**config.mk**
```make
export PLATFORM = sky130hd
export DESIGN_NAME = bp_cfg_link_regfile
export DESIGN_NICKNAME = d
export VERILOG_FILES = /design/src/rtl/bp_cfg_link_regfile_pkg.sv /design/src/rtl/bp_cfg_reset_sequencer.sv /design/src/rtl/bp_cfg_link_regfile.sv
export SDC_FILE = /design/constraint.sdc
export NUM_CORES = 1
export LEC_CHECK = 0
export CAP_MARGIN = 15
export CORE_MARGIN = 5
export CORE_UTILIZATION = 45
export DETAILED_ROUTE_END_ITERATION = 7
export HOLD_SLACK_MARGIN = 0.05
export PLACE_DENSITY_LB_ADDON = 0.08
export SYNTH_ARGS = -nofsm -noshare
export SYNTH_HDL_FRONTEND = slang
export SYNTH_SLANG_ARGS = --single-unit
```
**constraint.sdc**
```tcl
create_clock -name clk_i -period 2.23 [get_ports clk_i]
set_clock_uncertainty 0.15 [all_clocks]
set_input_delay 0.446 -clock clk_i [delete_from_list [all_inputs] [get_ports clk_i]]
set_output_delay 0.446 -clock clk_i [all_outputs]
set_load 0.02 [all_outputs]
```
**src/rtl/bp_cfg_link_regfile_pkg.sv**
```systemverilog
// Shared types and constants for the per-core config-link register file:
// response FSM states, cache/CCE mode encodings and the cfg address map.
package bp_cfg_link_regfile_pkg;

    typedef enum logic [0:0] {
        e_cfg_idle = 1'b0,
        e_cfg_resp = 1'b1
    } bp_cfg_state_e;

    typedef enum logic [1:0] {
        e_cache_mode_normal   = 2'd0,
        e_cache_mode_uncached = 2'd1,
        e_cache_mode_nonspec  = 2'd2,
        e_cache_mode_rsvd     = 2'd3
    } bp_cache_mode_e;

    typedef enum logic [0:0] {
        e_cce_mode_normal   = 1'b0,
        e_cce_mode_uncached = 1'b1
    } bp_cce_mode_e;

    // cfg address map
    localparam logic [15:0] cfg_addr_reset_gp   = 16'h0001;
    localparam logic [15:0] cfg_addr_freeze_gp  = 16'h0002;
    localparam logic [15:0] cfg_addr_core_id_gp = 16'h0005;
    localparam logic [15:0] cfg_addr_icache_gp  = 16'h0022;
    localparam logic [15:0] cfg_addr_npc_lo_gp  = 16'h0040;
    localparam logic [15:0] cfg_addr_npc_hi_gp  = 16'h0041;
    localparam logic [15:0] cfg_addr_dcache_gp  = 16'h0043;
    localparam logic [15:0] cfg_addr_cce_gp     = 16'h0081;

    // True for any address that decodes to a register (including read-only core_id)
    function automatic logic cfg_addr_known(input logic [15:0] addr);
        case (addr)
            cfg_addr_reset_gp, cfg_addr_freeze_gp, cfg_addr_core_id_gp,
            cfg_addr_icache_gp, cfg_addr_npc_lo_gp, cfg_addr_npc_hi_gp,
            cfg_addr_dcache_gp, cfg_addr_cce_gp: return 1'b1;
            default:                              return 1'b0;
        endcase
    endfunction

endpackage

```
**src/rtl/bp_cfg_reset_sequencer.sv**
```systemverilog
// Per-core reset hold counter plus freeze forcing. A reset write of 0 holds
// the core in reset for reset_hold_cycles_p cycles before releasing it; while
// reset is asserted the freeze bit is pinned to 1.
module bp_cfg_reset_sequencer #(
    parameter int reset_hold_cycles_p = 16
) (
    input  logic clk_i,
    input  logic reset_n_i,
    input  logic reset_we_i,
    input  logic reset_data_i,
    input  logic freeze_we_i,
    input  logic freeze_data_i,
    output logic core_reset_o,
    output logic freeze_o
);

    localparam int cnt_width_lp = $clog2(reset_hold_cycles_p + 1);

    logic [cnt_width_lp-1:0] cnt_reg;
    logic                    core_reset_reg;
    logic                    freeze_reg;

    // Countdown: reset drops on the same edge the counter reaches zero
    always_ff @(posedge clk_i) begin
        if (!reset_n_i) begin
            cnt_reg        <= '0;
            core_reset_reg <= 1'b1;
            freeze_reg     <= 1'b1;
        end else begin
            if (reset_we_i) begin
                core_reset_reg <= 1'b1;
                cnt_reg        <= reset_data_i ? '0 : cnt_width_lp'(reset_hold_cycles_p);
            end else if (cnt_reg != '0) begin
                cnt_reg <= cnt_reg - cnt_width_lp'(1);
                if (cnt_reg == cnt_width_lp'(1))
                    core_reset_reg <= 1'b0;
            end

            if (core_reset_reg)
                freeze_reg <= 1'b1;
            else if (freeze_we_i)
                freeze_reg <= freeze_data_i;
        end
    end

    assign core_reset_o = core_reset_reg;
    assign freeze_o     = freeze_reg;

endmodule

```
**src/rtl/bp_cfg_link_regfile.sv**
```systemverilog
// Config-link endpoint for an N-core tile group: valid/ready request, one-cycle
// registered response, per-core reset/freeze/mode/npc registers, broadcast writes.
// Optional macro BP_CFG_LINK_READBACK_EN enables register readback; without it
// every read answers data=0, err=1.
module bp_cfg_link_regfile
    import bp_cfg_link_regfile_pkg::*;
#(
    parameter int num_core_p          = 4,
    parameter int cfg_addr_width_p    = 16,
    parameter int cfg_data_width_p    = 32,
    parameter int vaddr_width_p       = 39,
    parameter int reset_hold_cycles_p = 16,
    localparam int core_sel_width_lp  = (num_core_p > 1) ? $clog2(num_core_p) : 1
) (
    input  logic                              clk_i,
    input  logic                              reset_n_i,
    input  logic                              cfg_v_i,
    output logic                              cfg_ready_o,
    input  logic                              cfg_w_i,
    input  logic                              cfg_bcast_i,
    input  logic [core_sel_width_lp-1:0]      cfg_core_sel_i,
    input  logic [cfg_addr_width_p-1:0]       cfg_addr_i,
    input  logic [cfg_data_width_p-1:0]       cfg_data_i,
    output logic                              cfg_v_o,
    output logic [cfg_data_width_p-1:0]       cfg_data_o,
    output logic                              cfg_err_o,
    output logic [num_core_p-1:0]             core_reset_o,
    output logic [num_core_p-1:0]             freeze_o,
    output logic [2*num_core_p-1:0]           icache_mode_o,
    output logic [2*num_core_p-1:0]           dcache_mode_o,
    output logic [num_core_p-1:0]             cce_mode_o,
    output logic [vaddr_width_p*num_core_p-1:0] npc_o
);

    bp_cfg_state_e               state_reg;
    logic                        ready_reg;
    logic                        resp_v_reg;
    logic [cfg_data_width_p-1:0] resp_data_reg;
    logic                        resp_err_reg;

    logic                        accept;
    logic                        sel_in_range;
    logic                        wr_err;
    logic                        rd_err;
    logic [cfg_data_width_p-1:0] rd_data;

    assign accept = cfg_v_i & ready_reg;

    // Write decode: broadcast writes bypass the core-select range check
    always_comb begin
        sel_in_range = (32'(cfg_core_sel_i) < num_core_p);
        wr_err       = ~cfg_addr_known(cfg_addr_i) | (~cfg_bcast_i & ~sel_in_range);
    end

    genvar gi;
    generate
        for (gi = 0; gi < num_core_p; gi++) begin : g_core
            bp_cache_mode_e             icache_mode_reg;
            bp_cache_mode_e             dcache_mode_reg;
            bp_cce_mode_e               cce_mode_reg;
            logic [vaddr_width_p-1:0]   npc_reg;
            logic                       core_we;

            assign core_we = accept & cfg_w_i & ~wr_err
                           & (cfg_bcast_i | (32'(cfg_core_sel_i) == gi));

            // Mode and npc registers of this core
            always_ff @(posedge clk_i) begin
                if (!reset_n_i) begin
                    icache_mode_reg <= e_cache_mode_normal;
                    dcache_mode_reg <= e_cache_mode_normal;
                    cce_mode_reg    <= e_cce_mode_normal;
                    npc_reg         <= '0;
                end else if (core_we) begin
                    case (cfg_addr_i)
                        cfg_addr_icache_gp: icache_mode_reg <= bp_cache_mode_e'(cfg_data_i[1:0]);
                        cfg_addr_dcache_gp: dcache_mode_reg <= bp_cache_mode_e'(cfg_data_i[1:0]);
                        cfg_addr_cce_gp:    cce_mode_reg    <= bp_cce_mode_e'(cfg_data_i[0]);
                        cfg_addr_npc_lo_gp: npc_reg[31:0]   <= cfg_data_i[31:0];
                        cfg_addr_npc_hi_gp: npc_reg[vaddr_width_p-1:32] <= cfg_data_i[vaddr_width_p-33:0];
                        default: ;
                    endcase
                end
            end

            bp_cfg_reset_sequencer #(
                .reset_hold_cycles_p(reset_hold_cycles_p)
            ) u_seq (
                .clk_i        (clk_i),
                .reset_n_i    (reset_n_i),
                .reset_we_i   (core_we & (cfg_addr_i == cfg_addr_reset_gp)),
                .reset_data_i (cfg_data_i[0]),
                .freeze_we_i  (core_we & (cfg_addr_i == cfg_addr_freeze_gp)),
                .freeze_data_i(cfg_data_i[0]),
                .core_reset_o (core_reset_o[gi]),
                .freeze_o     (freeze_o[gi])
            );

            assign icache_mode_o[2*gi +: 2]                   = icache_mode_reg;
            assign dcache_mode_o[2*gi +: 2]                   = dcache_mode_reg;
            assign cce_mode_o[gi]                             = cce_mode_reg;
            assign npc_o[vaddr_width_p*gi +: vaddr_width_p]   = npc_reg;
        end
    endgenerate

`ifdef BP_CFG_LINK_READBACK_EN
    logic [core_sel_width_lp-1:0] rd_idx;

    // Readback mux over the selected core; broadcast reads use cfg_core_sel_i
    always_comb begin
        rd_idx  = sel_in_range ? cfg_core_sel_i : '0;
        rd_err  = ~sel_in_range | ~cfg_addr_known(cfg_addr_i);
        rd_data = '0;
        case (cfg_addr_i)
            cfg_addr_reset_gp:   rd_data = cfg_data_width_p'(core_reset_o[rd_idx]);
            cfg_addr_freeze_gp:  rd_data = cfg_data_width_p'(freeze_o[rd_idx]);
            cfg_addr_core_id_gp: rd_data = cfg_data_width_p'(cfg_core_sel_i);
            cfg_addr_icache_gp:  rd_data = cfg_data_width_p'(icache_mode_o[2*rd_idx +: 2]);
            cfg_addr_dcache_gp:  rd_data = cfg_data_width_p'(dcache_mode_o[2*rd_idx +: 2]);
            cfg_addr_cce_gp:     rd_data = cfg_data_width_p'(cce_mode_o[rd_idx]);
            cfg_addr_npc_lo_gp:  rd_data = npc_o[vaddr_width_p*rd_idx +: 32];
            cfg_addr_npc_hi_gp:  rd_data = cfg_data_width_p'(npc_o[vaddr_width_p*rd_idx+32 +: vaddr_width_p-32]);
            default:             rd_data = '0;
        endcase
        if (rd_err)
            rd_data = '0;
    end
`else
    assign rd_err  = 1'b1;
    assign rd_data = '0;
`endif

    // Request/response FSM: accept in IDLE, present response for one cycle in RESP
    always_ff @(posedge clk_i) begin
        if (!reset_n_i) begin
            state_reg     <= e_cfg_idle;
            ready_reg     <= 1'b0;
            resp_v_reg    <= 1'b0;
            resp_data_reg <= '0;
            resp_err_reg  <= 1'b0;
        end else begin
            case (state_reg)
                e_cfg_idle: begin
                    if (accept) begin
                        state_reg     <= e_cfg_resp;
                        ready_reg     <= 1'b0;
                        resp_v_reg    <= 1'b1;
                        resp_data_reg <= cfg_w_i ? '0 : rd_data;
                        resp_err_reg  <= cfg_w_i ? wr_err : rd_err;
                    end else begin
                        ready_reg <= 1'b1;
                    end
                end
                e_cfg_resp: begin
                    state_reg     <= e_cfg_idle;
                    ready_reg     <= 1'b1;
                    resp_v_reg    <= 1'b0;
                    resp_data_reg <= '0;
                    resp_err_reg  <= 1'b0;
                end
                default: begin
                    state_reg <= e_cfg_idle;
                    ready_reg <= 1'b0;
                end
            endcase
        end
    end

    assign cfg_ready_o = ready_reg;
    assign cfg_v_o     = resp_v_reg;
    assign cfg_data_o  = resp_data_reg;
    assign cfg_err_o   = resp_err_reg;

endmodule
```
; Yosys cells after proc, flatten, opt, wreduce, memory -nomap -nowiden
; Cells that the tools add are included.
; Widths: inputs -> output; s select.
[classes]
n_addsub = 4
n_eq_ne = 16
mux = 21
bitwise = 22
n_reduce_logical = 42
[op_table]
columns = cell, n
row1 = $pmux 32 s2, 1
row2 = $eq 16x7->1 const B, 3
row3 = $reduce_and 2->1, 24
row4 = $mux 5, 9
row5 = $mux 32, 1
row6 = $eq 5x1->1 const B, 4
row7 = $reduce_bool 5->1, 4
row8 = $sub 5x1->5 const B, 4
row9 = $eq 16x1->1 const B, 1
row10 = $eq 16x2->1 const B, 1
row11 = $eq 16x3->1 const B, 1
row12 = $eq 16x6->1 const B, 1
row13 = $eq 16x8->1 const B, 1
row14 = $reduce_or 2->1, 8
row15 = $and 1x1->1, 15
row16 = $pmux 1 s2, 4
row17 = $reduce_bool 2->1, 4
row18 = $reduce_or 8->1, 1
row19 = $mux 1, 6
row20 = $eq 2x2->1 const B, 2
row21 = $or 1x1->1, 4
row22 = $not 1->1, 3
row23 = $eq 2x1->1 const B, 1
row24 = $logic_not 2->1, 1
row25 = $ne 2x2->1 const B, 1
[totals]
regBits = 240
out_inout_bits = 219

; Longest topological paths before layout
; Gate-level depths: netlist (run 1).
[logic_depth]
depth_word = 7
depth_mapped = 7
ltp_nobuf = 6

; By module
; From an unflattened synthesis (run 1), not the netlist that was laid out.
[hier_totals]
hier_cells = 856
hier_area_um2 = 8526.9
[modules_own_cells]
columns = mod, n_inst, cells_each, area_per_inst_um2
row1 = bp_cfg_link_regfile, 1, 716, 7190.6
row2 = bp_cfg_reset_sequencer, 4, 35, 334.1

; Worst setup path after synthesis (run 1)
; No wires, ideal clock.
[synth_timing]
path_kind = in2reg
start = input cfg_addr_i[11]
end = register g_core[2].u_seq.freeze_reg
setup_time_ns = 0.120
t_arrival_ns = 1.782
t_required_ns = 1.960
setup_slack_ns = 0.179
stages = 5
path_cell_list = nor4_2 buf_4 o2111ai_1 or3_1 a211o_1
[synth_via]
elab_chain_cells = 6
elab_cells_between_ends = 13
[synth_lines]
columns = item, line
row1 = start: declaration, bp_cfg_link_regfile.sv:22  ; input logic [cfg_addr_width_p-1:0] cfg_addr_i,
row2 = $eq 16x1->1 (tied with other cells), bp_cfg_link_regfile_pkg.sv:34  ; case (addr)
row3 = $reduce_or 8->1, bp_cfg_link_regfile_pkg.sv:34
row4 = $mux 1, bp_cfg_link_regfile_pkg.sv:34
row5 = $and 1x1->1, bp_cfg_link_regfile.sv:64  ; assign core_we = accept & cfg_w_i & ~wr_err
row6 = $and 1x1->1, bp_cfg_link_regfile.sv:65  ; & (cfg_bcast_i | (32'(cfg_core_sel_i) == gi));
row7 = $and 1x1->1 (*), bp_cfg_link_regfile.sv:93  ; .freeze_we_i (core_we & (cfg_addr_i == cfg_addr_freeze_gp)),
row8 = end signal: assignment, bp_cfg_reset_sequencer.sv:42  ; freeze_reg <= freeze_data_i;
row9 = end: declaration, bp_cfg_reset_sequencer.sv:21  ; logic freeze_reg;
; Every way passes the cells marked *; elsewhere a longest branch is shown, timed or not.
; A chain may end at the register's enable or synchronous reset.

; Final worst setup path (run 1)
[layout_timing]
start = register g_core[2].u_seq.core_reset_reg
end = output core_reset_o[2]
[layout_lines]
columns = item, line
row1 = start: declaration, bp_cfg_reset_sequencer.sv:20  ; logic core_reset_reg;
row2 = start signal: assignment, bp_cfg_reset_sequencer.sv:27  ; core_reset_reg <= 1'b1;
row3 = start signal: assignment, bp_cfg_reset_sequencer.sv:31  ; core_reset_reg <= 1'b1;
row4 = start signal: assignment, bp_cfg_reset_sequencer.sv:36  ; core_reset_reg <= 1'b0;
row5 = end: declaration, bp_cfg_link_regfile.sv:27  ; output logic [num_core_p-1:0] core_reset_o,
; No word-level cell between the ends.

==> impl_metrics.ini, run 1 <==
[die]
rows = 51
start_util_pct = 45.4
die_w_microns = 150
core_area_sq_um = 19300
die_y_microns = 150
die_area_sq_um = 22400
io_pins = 274

[setup_path]
setup.worst_path.class = flop to primary output
crit_fanout = 3
crit_slowest_cell = sky130_fd_sc_hd__clkdlybuf4s50_1
cp.arrival_ns = 1.58
crit_path_start_kind = flop
slowest_delay_ns = 0.65
timing.critical_path.to_type = primary output
number_of_buffers_and_inverters_on_the_critical_path = 1
cpLargestDelayFamily = buffers and inverters
critPathRequiredTime_ns = 1.63
worstPathCellList = clkdlybuf4s50_1

[cells_and_area]
antenna_cells_inserted = 0
finalNetCount = 1236
area_delta_synth_final_pct = 42.9
share_of_final_layout_standard_cells_stronger_than_drive_strength_1_pct = 12.2
post_layout_nonfiller_instances = 1449
largest_register_ff_count = 156

[yosys]
synth-warning-count = 0
synth.top_cell.area_share_pct = 47.5
synth-seq-cells = 208
synth_area_leader_cell = sky130_fd_sc_hd__dfxtp_1
synth_fa_ha_area_share_pct = 1.71
main_combinational_cell_family_by_area_after_synthesis = multiplexers
post_synth_most_frequent_cells = sky130_fd_sc_hd__dfxtp_1, sky130_fd_sc_hd__nand2_1, sky130_fd_sc_hd__mux2i_1, sky130_fd_sc_hd__buf_4, sky130_fd_sc_hd__nor2_1
synth-compound-area-share_pct = 5.14
synth_sequential_area_ratio_pct = 47.5
synth_simple_gate_area_share_pct = 17.7
asyncSetResetFlopFracSynth_pct = 0
ys_types = 57
synth_most_common_cell = sky130_fd_sc_hd__dfxtp_1
syn-mean-instance-area_sq_um = 9.84
mappedNetlistArea_sq_um = 8770
synthCells = 891
synth_xor_area_share_pct = 0.699
post_synth_main_area_contributors = sky130_fd_sc_hd__dfxtp_1, sky130_fd_sc_hd__mux2i_1, sky130_fd_sc_hd__nand2_1
synth_mux_area_share_pct = 19.9
most_used_flip_flop_cell_after_synthesis = sky130_fd_sc_hd__dfxtp_1
synth_enable_flop_cells = 0

[sta]
total_count_of_max_transition_violations_in_the_final_report = 0
hold_viol = 0
fmax_mhz = 460
grt_setup_unrepaired = false
post-route-worst-setup-slack_ns = 0.0543
timing.max_slew.rel_slack_pct = 56.9
final.setup.tns_ns = 0
fin_hold_ws_ns = 0.138
min_period_ns = 2.18
max_slew.worst_pin.slew_ns = 0.644
report.final.setup_viol = 0
layout_worst_path_cycle_share_pct = 97.6

[power_and_ir_drop]
sequentialPowerShare_pct = 43.8
switching_fraction_pct = 25.9
power_per_cell_area_nw_per_um2 = 739
power.total_w = 0.00926
vdd_ir_drop_max_mv = 0.586
cell_internal_pwr_w = 0.00687
share_clk_of_total_power_pct = 40.5
switching_power_of_the_nets_w = 0.00240
p_comb_share_pct = 15.7
power_leakage_nw = 4.77

[placed_design]
dp.cells = 1408
hpwl_microns = 17000
gp_routability_congestion = 0.849
dp_slack_ns = -0.430
numPortBuffers = 241

[clock_network]
tritoncts = done
cts_hold_buffers = 0
tritoncts.num_buffers = 23
clock_insertion_delay_worst_skew_ns = 0.52
worst_setup_hold_path_clk_slew_ns = 0.06
cts-root-buf = sky130_fd_sc_hd__clkbuf_16
clkSinkCount = 208
htree_num_levels = 1
cts_buffer_depth = 3

[global_route]
grt_pass1_wl_microns = 36900
grt_max_degree = 82
global_route.usage.total_pct = 20.4
vias_in_the_first_global_route = 6844
grt_overflow_total = 0
number_of_antenna_violations_at_the_first_check_in_global_routing = 0

[run_status]
outcome = finished, final reports clean

[min_path]
holdCritPathClass = input port to flop

[detailed_routing]
ant_nets = 0
detail_route.wirelength_microns = 23400
dr_total_vias = 6984
drc = 0
dr.first_iter.drc_count = 248
wl_per_cell_microns = 16.2
vias_per_cell = 4.82
firstDrtPassIters = 4

[flow_run]
cap_viol_max_count = 0
[metal layers]
metal  GRT usage, %  part of all wire (%)
met3           7.78                    10
met2           32.9                    45
met5              0                     0
met1           25.7                    42
met4           5.90                   2.6
[through the flow]
stage | utilization [%] | instance area [sq um]
4_1_cts | 64.8 | 12500
3_3_place_gp | 60.9 | 11800
2_1_floorplan | - | 8890
5_1_grt | 64.8 | 12500
6_report | 64.8 | 12500
3_5_place_dp | 60.9 | 11800
[cells in the final DEF, fill, tap and decap left out, types with 4 or more instances in the layout]
cell                              netlist  layout
sky130_fd_sc_hd__a211o_1                4       4
sky130_fd_sc_hd__a21o_1                 4       4
sky130_fd_sc_hd__a21oi_1               12      12
sky130_fd_sc_hd__buf_12                 0      12
sky130_fd_sc_hd__buf_4                 56      64
sky130_fd_sc_hd__clkbuf_1              32       7
sky130_fd_sc_hd__clkbuf_16              0      23
sky130_fd_sc_hd__clkbuf_8               0       7
sky130_fd_sc_hd__clkdlybuf4s50_1        0     240
sky130_fd_sc_hd__conb_1                 1      32
sky130_fd_sc_hd__dfxtp_1              208     208
sky130_fd_sc_hd__ha_1                  12      12
sky130_fd_sc_hd__inv_1                 11      11
sky130_fd_sc_hd__mux2i_1              171     171
sky130_fd_sc_hd__nand2_1              205     205
sky130_fd_sc_hd__nand2b_1               6       6
sky130_fd_sc_hd__nand3_1                8       8
sky130_fd_sc_hd__nand4_1                8       8
sky130_fd_sc_hd__nand4_2                4       4
sky130_fd_sc_hd__nor2_1                36      36
sky130_fd_sc_hd__nor3_1                 6       6
sky130_fd_sc_hd__nor3_4                 4       7
sky130_fd_sc_hd__nor4_1                 4       4
sky130_fd_sc_hd__o211ai_1               5       5
sky130_fd_sc_hd__o21ai_0               11      11
sky130_fd_sc_hd__o21bai_1               5       5
sky130_fd_sc_hd__o31ai_1                4       4
sky130_fd_sc_hd__or3_1                  5       4
sky130_fd_sc_hd__xnor2_1                6       6
[worst register-to-register path: stages, from the launching register on]
cell and delay [ns]:
sky130_fd_sc_hd__dfxtp_1 0.39, sky130_fd_sc_hd__and3_1 0.31, sky130_fd_sc_hd__nand2_2 0.09, sky130_fd_sc_hd__or3_2 0.55
sky130_fd_sc_hd__buf_12 0.21, sky130_fd_sc_hd__mux2i_1 0.16
[cells by family (layout without fill, tap and decap cells)]
family / Yosys count / in the layout
buffers and inverters: 106 / 368
AND/OR/NAND/NOR: 321 / 321
AO/OA/AOI/OAI: 62 / 62
multiplexers: 174 / 174
adder cells (fa/ha/maj): 12 / 12
flip-flops: 208 / 208
XOR/XNOR: 7 / 7
other: 1 / 32
[area by class of cell]
class / instances / area, sq um
Clock buffer: 37 / 698
Clock inverter: 3 / 58.8
Fill cell: 1615 / 6800
Inverter: 11 / 41.3
Multi-Input combinational cell: 608 / 4100
Sequential cell: 208 / 4160
Tap cell: 265 / 332
Timing Repair Buffer: 317 / 3130
[repair_timing]
item                                    CTS  global route
setup buffers                             0             1
gates resized for setup                   0             0
endpoints found under the setup margin    0             6
endpoints found under the hold margin     0             0
[final timing paths]
| check | start | end | slack, ns | depth (start not counted) |
|---|---|---|---|---|
| max | g_core[2].u_seq.core_reset_o | core_reset_o[2] | 0.05 | 1 |
| min | reset_n_i | g_core[3].u_seq.cnt_reg[4] | 0.14 | 2 |
| max reg2reg | cfg_ready_o | g_core[3].npc_reg[27] | 0.26 | 5 |
| min reg2reg | g_core[0].npc_reg[11] | g_core[0].npc_reg[11] | 0.30 | 2 |
[power by group through the flow]
stage | clock, W | sequential (W) | combinational (W)
floorplan | 0 | 0.00410 | 0.00113
global placement | 0 | 0.00413 | 0.00143
detailed placement | 0 | 0.00414 | 0.00146
CTS | 0.00384 | 0.00406 | 0.00147
global route | 0.00403 | 0.00408 | 0.00163
finish | 0.00375 | 0.00406 | 0.00145
(Power assumes the default switching activity.)
==> run 2: changes to the inputs <==
Settings changed: CTS_CLUSTER_SIZE from default to 20.
==> run 2 against run 1 <==
Effect of this change: via count up 0.23%; clock-buffer cell count down 2; combinational power about the same; cell count unchanged; global-route usage about the same; largest power group unchanged; sequential power about the same; setup slack better by 0.020 ns; worst hold slack better by 0.019 ns; total power up 0.11%; first-iteration DRC count up 4.8%; flip-flop and latch count unchanged; register-to-register slack about the same.
==> impl_metrics.ini, run 2 (synthesis results as in run 1) <==
[run_status]
outcome = finished, final reports clean

[setup_path]
r2r-end = g_core[3].npc_reg[27]
slowest_delay_ns = 0.65
number_of_buffers_and_inverters_on_the_critical_path = 1
ff2ff_path_depth = 5
cp.arrival_ns = 1.56
crit_path_start_kind = flop
setup.worst_path.class = flop to primary output
crit_slowest_cell = sky130_fd_sc_hd__clkdlybuf4s50_1
r2r-start = cfg_ready_o
worstPathCellList = clkdlybuf4s50_1
cpLargestDelayFamily = buffers and inverters
regToRegSetupSlack_ns = 0.25
timing.critical_path.to_type = primary output
crit_fanout = 3
critPathRequiredTime_ns = 1.63

[global_route]
grt_overflow_total = 0
global_route.usage.total_pct = 20.4
grt_pass1_wl_microns = 36900
grt_max_degree = 82
number_of_antenna_violations_at_the_first_check_in_global_routing = 0
vias_in_the_first_global_route = 6843

[cells_and_area]
area_delta_synth_final_pct = 42.9
layout_filler_cell_count = 1620
layout_commonest_cell = sky130_fd_sc_hd__clkdlybuf4s50_1
area_taken_by_multi_input_logic_gates_sq_um = 4100
largest_register_ff_count = 156
finalNetCount = 1236
antenna_cells_inserted = 0
layout_common_cells = sky130_fd_sc_hd__clkdlybuf4s50_1, sky130_fd_sc_hd__dfxtp_1, sky130_fd_sc_hd__nand2_1
share_of_final_layout_standard_cells_stronger_than_drive_strength_1_pct = 12.3
seq_area_sq_um = 4160

[sta]
timing.max_slew.rel_slack_pct = 55.2
grt_setup_unrepaired = false
min_period_ns = 2.16
layout_worst_path_cycle_share_pct = 96.7
total_count_of_max_transition_violations_in_the_final_report = 0
post-route-worst-setup-slack_ns = 0.0741
hold_viol = 0
fmax_mhz = 464
report.final.setup_viol = 0
fin_hold_ws_ns = 0.157
max_slew.worst_pin.slew_ns = 0.669

[detailed_routing]
firstDrtPassIters = 6
dr_total_vias = 7000
wl_per_cell_microns = 16.1
drc = 0
ant_nets = 0
vias_per_cell = 4.83
detail_route.wirelength_microns = 23400
dr.first_iter.drc_count = 260

[clock_network]
clkSinkCount = 208
cts-root-buf = sky130_fd_sc_hd__clkbuf_16
ctsResizeCount = 0
worst_setup_hold_path_clk_slew_ns = 0.06
cts_buffer_depth = 3
tritoncts = done
tritoncts.num_buffers = 23
clock_insertion_delay_worst_skew_ns = 0.50
htree_num_levels = 1

[die]
die_y_microns = 150
start_util_pct = 45.4
die_w_microns = 150
core_area_sq_um = 19300
io_pins = 274
rows = 51
die_area_sq_um = 22400

[power_and_ir_drop]
vdd_ir_drop_max_mv = 0.557
power_per_cell_area_nw_per_um2 = 740
power.total_w = 0.00927
power_leakage_nw = 4.77

[placed_design]
gp_routability_congestion = 0.849
hpwl_microns = 17000
dp_slack_ns = -0.430
numPortBuffers = 241

[min_path]
timing.hold.worst_endpoint = g_core[3].u_seq.cnt_reg[4]
hold-path-cell-count = 2
holdCritPathClass = input port to flop
hold_start = reset_n_i

[flow_run]
cap_viol_max_count = 0
run 2: cell count changes in the layout (fill, tap and decap cells not counted), sizes merged:
| cell | before | now |
|---|---|---|
| inv | 13 | 12 |
| clkinv | 0 | 2 |
| bufinv | 1 | 2 |
| clkbuf | 37 | 35 |
run 2: routing by layer:
| layer | share of wire, % | up-vias | track usage (%) |
|---|---|---|---|
| met2 | 46 | 210 | 33.0 |
| met4 | 2.3 | 0 | 5.17 |
| met1 | 42 | 3251 | 25.6 |
| met5 | 0 | - | 0 |
| li1 | - | 3504 | - |
| met3 | 10 | 35 | 8.03 |
run 2: through the flow:
step	std cells	area [sq um]	util, %	TNS (ns)
6_report	1449	12500	64.8	0
5_1_grt	1449	12500	64.8	0
4_1_cts	1448	12500	64.8	0
3_5_place_dp	1408	11800	60.9	-63.95
3_3_place_gp	1408	11800	60.9	-60.23
2_1_floorplan	922	8890	-	0
run 2: worst max path at each step:
| stage | slack (ns) | depth (start not counted) | endpoint | from |
|---|---|---|---|---|
| after global routing | 0.03 | 1 | core_reset_o[2] | g_core[2].u_seq.core_reset_o |
| final | 0.07 | 1 | core_reset_o[2] | g_core[2].u_seq.core_reset_o |
| after floorplan | 0.18 | 5 | g_core[2].u_seq.freeze_o | cfg_addr_i[11] |
| after detailed placement | -0.43 | 7 | g_core[1].icache_mode_reg[0] | cfg_addr_i[4] |
| after CTS | 0.04 | 1 | core_reset_o[2] | g_core[2].u_seq.core_reset_o |
| after global placement | -0.39 | 8 | g_core[0].icache_mode_reg[1] | cfg_addr_i[4] |
run 2: final cells by class:
cell class | instances | share of cell area (%)
inverter | 11 | 0.329
timing repair buffer | 317 | 25.0
multi-input combinational | 608 | 32.7
tap | 265 | 2.65
clock buffer | 35 | 5.43
sequential | 208 | 33.2
clock inverter | 5 | 0.629
run 2: timing repair:
item | 4_1_cts | 5_1_grt
hold endpoints to repair | 0 | 0
hold buffers | 0 | 0
buffers inserted | 0 | 1
endpoints found under the setup margin | 0 | 8
run 2: power breakdown:
part           switching [W]  leakage [nW]  total (W)  internal [W]
clock                0.00144         0.374    0.00376       0.00232
combinational       0.000744          2.71    0.00146      0.000711
sequential          0.000167          1.68    0.00406       0.00389
total                0.00235          4.77    0.00927       0.00693
==> run 3: changes to the inputs <==
Settings changed: CELL_PAD_IN_SITES_DETAIL_PLACEMENT from default to 1, CELL_PAD_IN_SITES_GLOBAL_PLACEMENT from default to 2, CORE_UTILIZATION 45 to 28, PLACE_DENSITY from default to 0.89, PLACE_DENSITY_LB_ADDON 0.08 to default.
==> run 3 against run 2 <==
Effect of this change: flip-flop and latch count did not move; sequential power barely moved; core utilization fell by 23 points; clock-buffer cell count fell by 1; sequential share of layout area fell by 1.1 points; register-to-register slack got worse by 0.04 ns; setup slack got worse by 0.028 ns; final area rose by 3.4%; via count rose by 5.5%; non-clock buffer count rose by 19; first-iteration DRC count fell by 33%; critical path type is now input port to flop; largest cell class unchanged.
==> impl_metrics.ini, run 3 (synthesis results as in run 1) <==
[placed_design]
dp.cells = 1555
gp_routability_congestion = 0.828
numPortBuffers = 241
dp_slack_ns = -0.491
hpwl_microns = 21600

[global_route]
grt_overflow_total = 0
vias_in_the_first_global_route = 8136
number_of_antenna_violations_at_the_first_check_in_global_routing = 0
grt_max_degree = 76
grt_pass1_wl_microns = 46300
global_route.usage.total_pct = 16.1

[sta]
fmax_mhz = 458
max_slew.worst_pin.slew_ns = 0.546
min_period_ns = 2.18
final.setup.tns_ns = 0
total_count_of_max_transition_violations_in_the_final_report = 0
post-route-worst-setup-slack_ns = 0.0462
report.final.setup_viol = 0
timing.max_slew.rel_slack_pct = 63.4
layout_worst_path_cycle_share_pct = 97.9
hold_viol = 0
grt_setup_unrepaired = false

[detailed_routing]
dr.first_iter.drc_count = 173
firstDrtPassIters = 4
wl_per_cell_microns = 18.5
detail_route.wirelength_microns = 29600
dr_total_vias = 7383
drc = 0
ant_nets = 0
vias_per_cell = 4.61

[setup_path]
crit_slowest_cell = sky130_fd_sc_hd__or3_2
critPathRequiredTime_ns = 2.46
cp.arrival_ns = 2.42
number_of_buffers_and_inverters_on_the_critical_path = 3
crit_fanout = 29
slowest_delay_ns = 0.48
crit_path_start_kind = input port
worstPathCellList = clkdlybuf4s50_1 > nor4_4 > buf_6 > nand4_2 > or3_2 > buf_12 > mux2i_1
setup.worst_path.class = input port to flop
r2r-start = cfg_ready_o
setup.worst_path.start = cfg_addr_i[8]
cpLargestDelayFamily = simple AND/OR/NAND/NOR gates
timing.critical_path.to_type = flop

[cells_and_area]
layout_commonest_cell = sky130_fd_sc_hd__clkdlybuf4s50_1
finalNetCount = 1257
layout_filler_cell_count = 3448
finalCoreUtilization_pct = 42.1
layout_common_cells = sky130_fd_sc_hd__clkdlybuf4s50_1, sky130_fd_sc_hd__dfxtp_1, sky130_fd_sc_hd__nand2_1
post_layout_nonfiller_instances = 1603
area_delta_synth_final_pct = 47.7
antenna_cells_inserted = 0
share_of_final_layout_standard_cells_stronger_than_drive_strength_1_pct = 14.1
largest_register_ff_count = 156

[clock_network]
cts_buffer_depth = 3
tritoncts.num_buffers = 25
htree_num_levels = 1
tritoncts = done
worst_setup_hold_path_clk_slew_ns = 0.06
cts-root-buf = sky130_fd_sc_hd__clkbuf_16
clkSinkCount = 208
clock_insertion_delay_worst_skew_ns = 0.50

[die]
io_pins = 274
start_util_pct = 28.5
die_area_sq_um = 35000
die_y_microns = 187
die_w_microns = 187
core_area_sq_um = 30700
rows = 64

[power_and_ir_drop]
switching_fraction_pct = 26.8
switching_power_of_the_nets_w = 0.00255
p_comb_share_pct = 16.0
power_leakage_nw = 4.90
power_per_cell_area_nw_per_um2 = 736
vdd_ir_drop_max_mv = 0.471
sequentialPowerShare_pct = 42.6
power.total_w = 0.00954
cell_internal_pwr_w = 0.00699
share_clk_of_total_power_pct = 41.4

[min_path]
holdCritPathClass = input port to flop
hold_start = reset_n_i

[flow_run]
cap_viol_max_count = 0

[run_status]
outcome = finished, final reports clean
## run 3: cell count changes in the layout (fill, tap and decap cells not counted), sizes merged
cell and delta:
buf +17, clkinv +5, clkbuf +1, clkinvlp +1, inv -1
## run 3: final timing paths
path	end	slack (ns)	cells after the start
max	g_core[3].npc_reg[16]	0.05	7
min	g_core[3].u_seq.cnt_reg[4]	0.18	2
max reg2reg	g_core[2].npc_reg[38]	0.21	7
min reg2reg	g_core[1].npc_reg[12]	0.31	2
## run 3: repair_timing
action / in CTS / in global routing
setup endpoints to repair: 0 / 93
resized for setup: 0 / 6
hold buffers: 0 / 0
setup buffers: 0 / 2
## run 3: through the flow
stage	hold WS [ns]	cell area (sq um)
after floorplan	0.281	8890
after global placement	0.292	12100
after detailed placement	0.299	12100
after CTS	0.158	12800
after global routing	0.174	13000
final	0.177	13000
## run 3: cell type report
cell class	count	area (sq um)	area share (%)
flip-flops and latches	208	4160	32.1
multi-input cells	608	4120	31.8
repair buffers	336	3340	25.8
clock buffers	34	679	5.24
well taps	396	495	3.82
clock inverters	10	118	0.908
inverters	11	41.3	0.319
## run 3: power by group through the flow
stage	clock (W)	combinational [W]	sequential, W
2_1_floorplan	0	0.00113	0.00410
3_3_place_gp	0	0.00146	0.00414
3_5_place_dp	0	0.00153	0.00415
4_1_cts	0.00409	0.00154	0.00407
5_1_grt	0.00425	0.00170	0.00409
6_report	0.00395	0.00153	0.00407
## run 3: layer usage
layer / up-vias / part of all wire, % / GRT usage (%)
met4: 0 / 2.8 / 4.44
met2: 192 / 51 / 29.9
met3: 46 / 7.2 / 5.21
li1: 3560 / - / -
met5: - / 0 / 0
met1: 3585 / 39 / 17.7
